File: config.mk
export PLATFORM = sky130hd
export DESIGN_NAME = pkt_commit_fifo
export DESIGN_NICKNAME = d
export VERILOG_FILES = /design/src/rtl/pkt_commit_fifo.sv
export SDC_FILE = /design/constraint.sdc
export NUM_CORES = 1
export LEC_CHECK = 0
export ABC_AREA = 1
export ABC_CLOCK_PERIOD_IN_PS = 3400
export BUFFER_PORTS_ARGS = -buffer_cell sky130_fd_sc_hd__buf_2
export CORE_MARGIN = 10
export CORE_UTILIZATION = 55
export CTS_CLUSTER_SIZE = 14
export DETAILED_ROUTE_END_ITERATION = 12
export GPL_TIMING_DRIVEN = 1
export PLACE_DENSITY = 0.84
export SYNTH_ARGS = -nofsm -noshare
export SYNTH_HDL_FRONTEND = slang
export SYNTH_SLANG_ARGS = --single-unit
export TNS_END_PERCENT = 100
File: constraint.sdc
create_clock -name clk -period 3.4 [get_ports clk]
set_input_delay 0.17 -clock clk [delete_from_list [all_inputs] [get_ports clk]]
set_output_delay 0.17 -clock clk [all_outputs]
set_load 0.01 [all_outputs]
File: src/rtl/pkt_commit_fifo.sv
// pkt_commit_fifo: synchronous FIFO with packet-level commit/abort.
// Data written after the last commit is invisible to the reader until it is
// published by w_commit, or it is thrown away by w_abort. The three pointers
// carry an extra wrap bit, so all DEPTH entries are usable.
module pkt_commit_fifo #(
  parameter int DATA_W    = 8,
  parameter int DEPTH     = 16,
  parameter int ADDR_W    = $clog2(DEPTH),
  parameter int AF_THRESH = DEPTH - 4
) (
  input  logic              clk,
  input  logic              rst,
  input  logic              clear,
  input  logic              w_enable,
  input  logic [DATA_W-1:0] w_data,
  input  logic              w_commit,
  input  logic              w_abort,
  input  logic              r_enable,
  output logic [DATA_W-1:0] r_data,
  output logic              empty,
  output logic              full,
  output logic              almost_full,
  output logic [ADDR_W:0]   count,
  output logic              overflow,
  output logic              underflow
);

  localparam logic [ADDR_W:0] DEPTH_L = (ADDR_W + 1)'(DEPTH);
  localparam logic [ADDR_W:0] AF_L    = (ADDR_W + 1)'(AF_THRESH);
  localparam logic [ADDR_W:0] ZERO_L  = {(ADDR_W + 1){1'b0}};
  localparam logic [ADDR_W:0] ONE_L   = {{ADDR_W{1'b0}}, 1'b1};

  // Storage, deliberately without reset.
  logic [DATA_W-1:0] mem_q [DEPTH];

  // Pointer and sticky-flag state.
  logic [ADDR_W:0] wr_ptr_q, wr_ptr_d;
  logic [ADDR_W:0] commit_ptr_q, commit_ptr_d;
  logic [ADDR_W:0] rd_ptr_q, rd_ptr_d;
  logic            overflow_q, overflow_d;
  logic            underflow_q, underflow_d;

  // Derived status.
  logic [ADDR_W:0] used_s;
  logic [ADDR_W:0] count_s;
  logic            empty_s;
  logic            full_s;
  logic            wr_acc_s;
  logic            rd_acc_s;
  logic            mem_we_s;
  logic [ADDR_W:0] wr_inc_s;

  assign used_s   = wr_ptr_q - rd_ptr_q;
  assign count_s  = commit_ptr_q - rd_ptr_q;
  assign empty_s  = (count_s == ZERO_L);
  assign full_s   = (used_s == DEPTH_L);
  assign wr_acc_s = w_enable & ~full_s;
  assign rd_acc_s = r_enable & ~empty_s;
  assign wr_inc_s = wr_acc_s ? (wr_ptr_q + ONE_L) : wr_ptr_q;
  // An aborted or flushed write never needs to reach memory.
  assign mem_we_s = wr_acc_s & ~w_abort & ~clear;

  // Next-state for pointers and sticky error flags; clear overrides all.
  always_comb begin
    wr_ptr_d     = wr_ptr_q;
    commit_ptr_d = commit_ptr_q;
    rd_ptr_d     = rd_ptr_q;
    overflow_d   = overflow_q;
    underflow_d  = underflow_q;
    if (clear) begin
      wr_ptr_d     = ZERO_L;
      commit_ptr_d = ZERO_L;
      rd_ptr_d     = ZERO_L;
      overflow_d   = 1'b0;
      underflow_d  = 1'b0;
    end else begin
      // Abort wins over commit and drops any same-cycle write.
      if (w_abort) begin
        wr_ptr_d     = commit_ptr_q;
        commit_ptr_d = commit_ptr_q;
      end else if (w_commit) begin
        wr_ptr_d     = wr_inc_s;
        commit_ptr_d = wr_inc_s;
      end else begin
        wr_ptr_d     = wr_inc_s;
        commit_ptr_d = commit_ptr_q;
      end
      if (rd_acc_s) begin
        rd_ptr_d = rd_ptr_q + ONE_L;
      end else begin
        rd_ptr_d = rd_ptr_q;
      end
      overflow_d  = overflow_q | (w_enable & full_s);
      underflow_d = underflow_q | (r_enable & empty_s);
    end
  end

  // State registers with asynchronous reset.
  always_ff @(posedge clk or posedge rst) begin
    if (rst) begin
      wr_ptr_q     <= ZERO_L;
      commit_ptr_q <= ZERO_L;
      rd_ptr_q     <= ZERO_L;
      overflow_q   <= 1'b0;
      underflow_q  <= 1'b0;
    end else begin
      wr_ptr_q     <= wr_ptr_d;
      commit_ptr_q <= commit_ptr_d;
      rd_ptr_q     <= rd_ptr_d;
      overflow_q   <= overflow_d;
      underflow_q  <= underflow_d;
    end
  end

  // Memory write port.
  always_ff @(posedge clk) begin
    if (mem_we_s) begin
      mem_q[wr_ptr_q[ADDR_W-1:0]] <= w_data;
    end
  end

  // Outputs: first-word-fall-through head, zero when nothing is committed.
  assign r_data      = empty_s ? {DATA_W{1'b0}} : mem_q[rd_ptr_q[ADDR_W-1:0]];
  assign empty       = empty_s;
  assign full        = full_s;
  assign almost_full = (used_s >= AF_L);
  assign count       = count_s;
  assign overflow    = overflow_q;
  assign underflow   = underflow_q;

endmodule

==> impl_summary.log, run 1 <==
[metrics] cell area reported after detailed placement: approximately 6800 um2
[metrics] setup repair after global routing missed its margin: false
[metrics] initial antenna violation count: 0
[metrics] switching portion of total power: between 30% and 40%
[metrics] Req. time, crit path: around 3.2 ns
[metrics] Lkg Pwr: between 2 and 3 nW
[metrics] final total negative setup slack: 0 ns
[metrics] compound-cell area share of the yosys netlist: 8.95%
[metrics] via count normalized by instance count: slightly above 6
[metrics] routability congestion estimate from global placement: 0.981
[metrics] count of distinct cell types in the synthesized netlist: 35
[metrics] Power per Cell Area: a little under 800 nW/um2
[metrics] CTS tree: built
[metrics] largest voltage drop on the vdd net: around 580 uV
[metrics] result of the run: completed
[metrics] Total GRT Usage: 19.7%
[metrics] antenna-violating nets left: 0
[metrics] standard cell core area: approximately 12000 um2
[metrics] Max Transition Viols Final: 0
[metrics] total number of vias: approximately 4700
[metrics] later-pin clock latency in the skew report: between 0.4 and 0.5 ns
[metrics] critical path startpoint category: flip-flop
[metrics] largest net degree at the start of global routing: between 60 and 70
[metrics] Worst-Margin Slew: approximately 0.96 ns
[metrics] Layout Skew: ~0.0066 ns
[metrics] Post-Layout Inst Area: ~7400 um2
[metrics] Die Ht: between 100 and 150 um
[metrics] number of sinks driven by the clock tree: around 150
[metrics] number of global-route vias before repair: between 4000 and 5000
[metrics] global-route wire length before repair: between 20000 and 25000 um
[metrics] maximum fanout count along the critical path: 42
[metrics] fraction of layout instances using a drive strength above 1: 13.4%
[metrics] area of the die: between 15000 and 20000 um2
[metrics] Critical Path AT: 2.94 ns
[metrics] Total Routed Length: roughly 16000 um
[metrics] die outline width: between 100 and 150 um
[metrics] first-pass iteration count of the detailed router: 6
[metrics] fraction of synthesized area in multiplexers: 0%
[metrics] Crit Path Category: reg2out
[metrics] Remaining DRCs: 0
[metrics] number of synthesized register bits: 145
[metrics] clock-pin slew on the worst setup and hold paths: approximately 0.060 ns
[metrics] clock period minus worst slack: 3.11 ns
[metrics] fillcell total: between 800 and 900
[metrics] post-synthesis cell area: around 6500 um2
[metrics] Synth Warn #: 0
[metrics] cell count after synthesis: just under 600
[metrics] Setup crit end kind: output port
[metrics] nets: approximately 650
[metrics] row cnt: 39
[metrics] Worst Hold Class: in2reg
[metrics] number of max-capacitance violations reported: 0
[metrics] sequential group share of total power: about a third
[metrics] area share of xor/xnor cells in the synthesized design: roughly 1.2%
[metrics] cell at the root of the clock tree: sky130_fd_sc_hd__clkbuf_16
[metrics] post-synth net total: 623
[metrics] post-synthesis share of cell area spent on and, or, nand and nor gates: 17.2%
[metrics] Max transition margin: 36.0%
[metrics] cell internal pwr: 3.89 mW
[metrics] ordered cell list for the critical path: inv_2 > buf_4 > fa_1 > nor3_1 > nand2_1 > nor2_2 > nor2_1 > buf_2
[metrics] number of antenna diodes: 0
[metrics] maximum level of the CTS H-tree: 4
[metrics] estimated wirelength of the detail-placed design: 10500 um
[metrics] final global-route overflow total: 0
[metrics] cell type group with the largest total delay on the critical path: simple AND/OR/NAND/NOR gates
[metrics] IO Count: 33
[metrics] relative contribution of combinational cells to total power: between 20% and 30%
[metrics] stage delay of the slowest cell on the critical path: around 0.54 ns
[metrics] beginning of the worst register-to-register path: rd_ptr_q[2]
[metrics] initial core utilization: 56.8%
[metrics] Inserted Clock Buffers: 17
[metrics] Final Cycle Share: 91.5%
[metrics] Fmax: around 320 MHz
[metrics] area share of fa/ha/maj cells after synthesis: between 2 and 3%
[metrics] launch instance of the worst min-delay path: clear
[metrics] layout overhead on the synthesized area: 13.9%
[metrics] total net switching power: 1.89 mW
[metrics] largest buffer count on any clock path: 2
[metrics] Slowest cell on crit path: sky130_fd_sc_hd__fa_1
[metrics] clock network fraction of total power: approximately 37%
[metrics] drt initial violations: around 720
[metrics] setup bufs post-CTS: 0
[metrics] hold violation count in the final report: 0
[metrics] fin util: ~65%
[metrics] CP Launch Point: rd_ptr_q[1]
[metrics] final number of setup-violating endpoints: 0
[metrics] average detailed-routed wire length per instance: between 20 and 25 um
[metrics] syn avg cell area: between 10 and 15 um2
[metrics] sequential share of the synthesized area: between 60 and 70%
[metrics] count of buffers from port buffering: 32
[metrics] combined area of the multi-input logic cells: approximately 2000 um2
[metrics] number of buffer and inverter stages on the critical path: 3
[metrics] Seq. cell area: approximately 4300 um2
[metrics] largest family of logic cells by synthesized area: simple AND/OR/NAND/NOR gates
==> cells by family after synthesis <==
logic type,after synthesis
adders and majority gates,14
buffers and inverters,64
DFF,145
xor gates and xnor gates,9
and+or+nand+nor,268
AOI/OAI and AO/OA,94
==> power by group through the flow <==
stage               Clock [mW]  Combinational [mW]  Sequential [mW]
global placement             0                1.56             2.04
finish                    2.14                1.63             2.01
CTS                       2.15                1.61             2.01
floorplan                    0                1.15             2.03
detailed placement           0                1.60             2.05
global route              2.23                1.78             2.01
==> cells in the final DEF (no fill, tap or decap), drive strengths merged, types with 9 or more instances in the layout <==
| cell type | n |
|---|---|
| o21ai | 13 |
| ha | 13 |
| nor2 | 47 |
| edfxtp | 128 |
| o211ai | 9 |
| dfrtp | 17 |
| nand2 | 167 |
| a22oi | 11 |
| a21oi | 45 |
| nand3 | 50 |
| buf | 37 |
| inv | 39 |
| clkbuf | 17 |
==> registers in the layout, indices dropped and copies added (netlist names) <==
| register | count |
|---|---|
| overflow | 1 |
| commit_ptr_q | 5 |
| wr_ptr_q | 5 |
| mem_q | 128 |
| underflow | 1 |
| rd_ptr_q | 5 |
==> repair_timing <==
item / 4_1_cts / 5_1_grt
gates resized for setup: 0 / 0
hold buffers: 1 / 0
endpoints found under the hold margin: 17 / 0
==> cell usage after synthesis <==
master | n | area share [%]
sky130_fd_sc_hd__nand2_1 | 163 | 9.4
sky130_fd_sc_hd__clkbuf_1 | 4 | 0.23
sky130_fd_sc_hd__a32o_1 | 7 | 1.1
sky130_fd_sc_hd__nor2_2 | 2 | 0.19
sky130_fd_sc_hd__xnor2_1 | 3 | 0.40
sky130_fd_sc_hd__buf_6 | 3 | 0.52
sky130_fd_sc_hd__nand2_2 | 3 | 0.29
sky130_fd_sc_hd__nand2_4 | 1 | 0.17
sky130_fd_sc_hd__a31o_2 | 1 | 0.13
sky130_fd_sc_hd__edfxtp_1 | 128 | 59
sky130_fd_sc_hd__a31oi_1 | 1 | 0.096
sky130_fd_sc_hd__nand3b_1 | 2 | 0.23
sky130_fd_sc_hd__a22oi_1 | 11 | 1.3
sky130_fd_sc_hd__o21ai_0 | 11 | 0.84
sky130_fd_sc_hd__nand4_4 | 1 | 0.33
sky130_fd_sc_hd__o211ai_1 | 9 | 1.0
sky130_fd_sc_hd__nand3_1 | 49 | 3.7
sky130_fd_sc_hd__inv_1 | 30 | 1.7
sky130_fd_sc_hd__clkinv_1 | 2 | 0.11
sky130_fd_sc_hd__fa_1 | 1 | 0.31
sky130_fd_sc_hd__inv_2 | 4 | 0.23
sky130_fd_sc_hd__buf_2 | 18 | 1.4
sky130_fd_sc_hd__a21oi_1 | 44 | 3.4
sky130_fd_sc_hd__nand3_2 | 1 | 0.15
sky130_fd_sc_hd__a32oi_1 | 5 | 0.67
sky130_fd_sc_hd__nor2_4 | 1 | 0.17
sky130_fd_sc_hd__a21oi_2 | 1 | 0.13
sky130_fd_sc_hd__o22ai_1 | 2 | 0.19
sky130_fd_sc_hd__nor3_1 | 1 | 0.076
sky130_fd_sc_hd__xor2_1 | 6 | 0.80
sky130_fd_sc_hd__nor2_1 | 44 | 2.5
sky130_fd_sc_hd__dfrtp_1 | 17 | 6.5
sky130_fd_sc_hd__ha_1 | 13 | 2.5
sky130_fd_sc_hd__buf_4 | 3 | 0.34
sky130_fd_sc_hd__o21ai_1 | 2 | 0.15
==> cell type report <==
type,instances,share of cell area (%)
Clock buffer,17,5.71
Clock inverter,15,3.41
Inverter,36,1.81
Multi-Input combinational cell,385,26.5
Sequential cell,145,57.4
Tap cell,143,2.40
Timing Repair Buffer,38,2.79
==> metrics by stage <==
step | power, mW | std cells | hold slack, ns | worst slack (ns)
floorplan | 3.18 | 594 | 0.0961 | 0.876
global placement | 3.60 | 746 | 0.275 | 0.582
detailed placement | 3.65 | 746 | 0.285 | 0.428
CTS | 5.77 | 779 | 0.00148 | 0.323
global route | 6.02 | 779 | 0.0137 | 0.157
finish | 5.78 | 779 | 0.0221 | 0.289
==> metal layers <==
layer / share of wire [%] / up-vias / wire length [um] / GRT usage [%]
met5: 0 / - / 0 / 0
met4: 2.4 / 0 / 391 / 7.22
met1: 40 / 2212 / 6430 / 25.2
met3: 9.9 / 43 / 1600 / 4.93
li1: - / 2140 / - / -
met2: 48 / 321 / 7690 / 32.0
==> worst reg2reg max path, delay by kind of cell (launching register included) <==
kind                     cells  cell delay (ns)
AO/OA/AOI/OAI                1             0.20
adder cells (fa/ha/maj)      1             0.44
AND/OR/NAND/NOR              6             1.43
buffers and inverters        1             0.25
flip-flops                   1             0.35
==> path summary, 6_finish.rpt <==
path	cells after the start	slack [ns]	endpoint
hold / removal	2	0.02	overflow
max in group asynchronous	3	2.54	rd_ptr_q[0]
hold reg to reg	2	0.51	underflow
min in group asynchronous	3	0.39	overflow
setup reg to reg	9	0.35	mem_q[10][7]
setup / recovery	8	0.29	r_data[4]
(Power assumes the default switching activity.)
==> run 2: changes to the inputs <==
CORE_MARGIN = unset   (was 10)
==> run 2 against run 1 <==
Net effect: largest power group is now sequential cells; setup slack worse by 0.054 ns; cell area is 1.1% lower; power decreased by 4.2%; worst hold slack gained 0.011 ns; sequential share of layout area up 0.63 points; critical endpoint is now r_data[7]; core utilization is 0.71 points lower; non-clock buffer count did not move; sequential power about the same; the flow now finishes with violations (DRC).
==> impl_summary.log, run 2 (synthesis gave the netlist of run 1 again) <==
[metrics] layout overhead on the synthesized area: 12.6%
[metrics] Die Ht: around 110 um
[metrics] Worst Hold Class: in2reg
[metrics] clock-pin slew on the worst setup and hold paths: approximately 0.06 ns
[metrics] non-filler instance count after layout: roughly 780
[metrics] largest buffer count on any clock path: 2
[metrics] cell area reported after detailed placement: 6760 um2
[metrics] nets: 652
[metrics] total number of vias: about 4800
[metrics] Max transition margin: between 30% and 40%
[metrics] WHS: roughly 0.033 ns
[metrics] commonest non-fill, non-tap cell in the layout: sky130_fd_sc_hd__nand2_1
[metrics] pre-CTS setup slack: between 0.4 and 0.5 ns
[metrics] worst path setup slack after routing: 0.235 ns
[metrics] Critical Path AT: about 3 ns
[metrics] violated checks: DRC
[metrics] die outline width: roughly 110 um
[metrics] Max Transition Viols Final: 0
[metrics] setup repair after global routing missed its margin: false
[metrics] initial core utilization: a little under three fifths
[metrics] standard cell core area: between 10000 and 15000 um2
[metrics] row cnt: 39
[metrics] hold_buf cts: 1
[metrics] number of max-capacitance violations reported: 0
[metrics] antenna-violating nets left: 0
[metrics] IO Count: 33
[metrics] Req. time, crit path: ~3.2 ns
[metrics] Setup crit end kind: output port
[metrics] maximum level of the CTS H-tree: 4
[metrics] routability congestion estimate from global placement: 0.937
[metrics] final global-route overflow total: 0
[metrics] Total GRT Usage: 27.0%
[metrics] Post-Layout Inst Area: about 7400 um2
[metrics] critical path startpoint category: flip-flop
[metrics] final total negative setup slack: 0 ns
[metrics] fin util: 64.0%
[metrics] Fmax: between 300 and 400 MHz
[metrics] number of antenna diodes: 0
[metrics] final number of setup-violating endpoints: 0
[metrics] result of the run: finished with violations
[metrics] Placed Instances: between 700 and 800
[metrics] number of flip-flops in the largest register: ~130
[metrics] met3 capacity usage during global routing: around 7.3%
[metrics] area of the die: about 12000 um2
[metrics] fillcell total: about 860
[metrics] estimated wirelength of the detail-placed design: about 10000 um
[metrics] average detailed-routed wire length per instance: 20.3 um
[metrics] number of global-route vias before repair: around 4600
[metrics] maximum fanout count along the critical path: 42
[metrics] Crit Path Category: reg2out
[metrics] PostCTS Resize Cnt: 0
[metrics] Remaining DRCs: 5
[metrics] Layout Skew: 0.0132 ns
[metrics] later-pin clock latency in the skew report: about 0.42 ns
[metrics] largest net degree at the start of global routing: between 60 and 70
[metrics] cell at the root of the clock tree: sky130_fd_sc_hd__clkbuf_16
[metrics] met1 track demand over resource in global routing: ~34%
[metrics] met2 demand-to-capacity share in global routing: a little over two fifths
[metrics] hold violation count in the final report: 0
[metrics] Lkg Pwr: between 2 and 3 nW
[metrics] via count normalized by instance count: 6.12
[metrics] CTS tree: built
[metrics] Top Usage Layer GRT: met2
[metrics] initial antenna violation count: 0
[metrics] first-pass iteration count of the detailed router: 9
[metrics] Power per Cell Area: about 750 nW/um2
[metrics] Final Cycle Share: 93.1%
[metrics] global-route wire length before repair: 24300 um
[metrics] combined area of the multi-input logic cells: approximately 2000 um2
[metrics] setup bufs post-CTS: 0
[metrics] Total Routed Length: 15800 um
[metrics] clock period minus worst slack: roughly 3.2 ns
[metrics] fraction of layout instances using a drive strength above 1: 12.5%
[metrics] Final Power: around 5.5 mW
[metrics] Inserted Clock Buffers: 17
[metrics] count of buffers from port buffering: 32
[metrics] drt initial violations: between 500 and 600
[metrics] number of sinks driven by the clock tree: approximately 150
[metrics] Seq. cell area: ~4300 um2
[metrics] highest-count cells in the layout ignoring fill and taps: sky130_fd_sc_hd__nand2_1, sky130_fd_sc_hd__edfxtp_1, sky130_fd_sc_hd__nand3_1, sky130_fd_sc_hd__a21oi_1, sky130_fd_sc_hd__nor2_1
[metrics] Worst-Margin Slew: around 0.95 ns
[metrics] largest voltage drop on the vdd net: 575 uV
[run 2: worst max-delay path: stages, from the launching register on]
cell,delay (ns)
sky130_fd_sc_hd__dfrtp_1,0.39
sky130_fd_sc_hd__inv_2,0.09
sky130_fd_sc_hd__buf_4,0.41
sky130_fd_sc_hd__fa_1,0.54
sky130_fd_sc_hd__nor3_1,0.21
sky130_fd_sc_hd__nand2_1,0.11
sky130_fd_sc_hd__nor2_2,0.48
sky130_fd_sc_hd__nor2_1,0.17
sky130_fd_sc_hd__buf_2,0.18
[run 2: final cells by class]
class,count,area share (%)
multi-input cells,385,26.8
well taps,143,2.43
clock inverters,11,2.24
inverters,36,1.83
flip-flops and latches,145,58.0
repair buffers,38,2.82
clock buffers,19,5.88
[run 2: per-layer routing]
metal,wire [um],part of all wire [%]
met1,6070,38
met2,7510,48
met3,1550,9.8
met4,630,4.0
met5,0,0
[run 2: path summary, 6_finish.rpt]
kind                                 start               to  slack [ns]  depth (start not counted)
setup / recovery               rd_ptr_q[1]        r_data[7]        0.23                          8
hold reg to reg            commit_ptr_q[3]  commit_ptr_q[3]        0.52                          2
min in group asynchronous              rst  commit_ptr_q[4]        0.38                          3
hold / removal                       clear         overflow        0.03                          2
max in group asynchronous              rst      rd_ptr_q[0]        2.55                          3
setup reg to reg               rd_ptr_q[2]     mem_q[10][2]        0.40                          9
[run 2: report_power, final]
part	total (mW)	switching, mW	internal, mW
Sequential	2.00	0.0313	1.97
Clock	1.89	0.682	1.21
Combinational	1.64	1.11	0.530
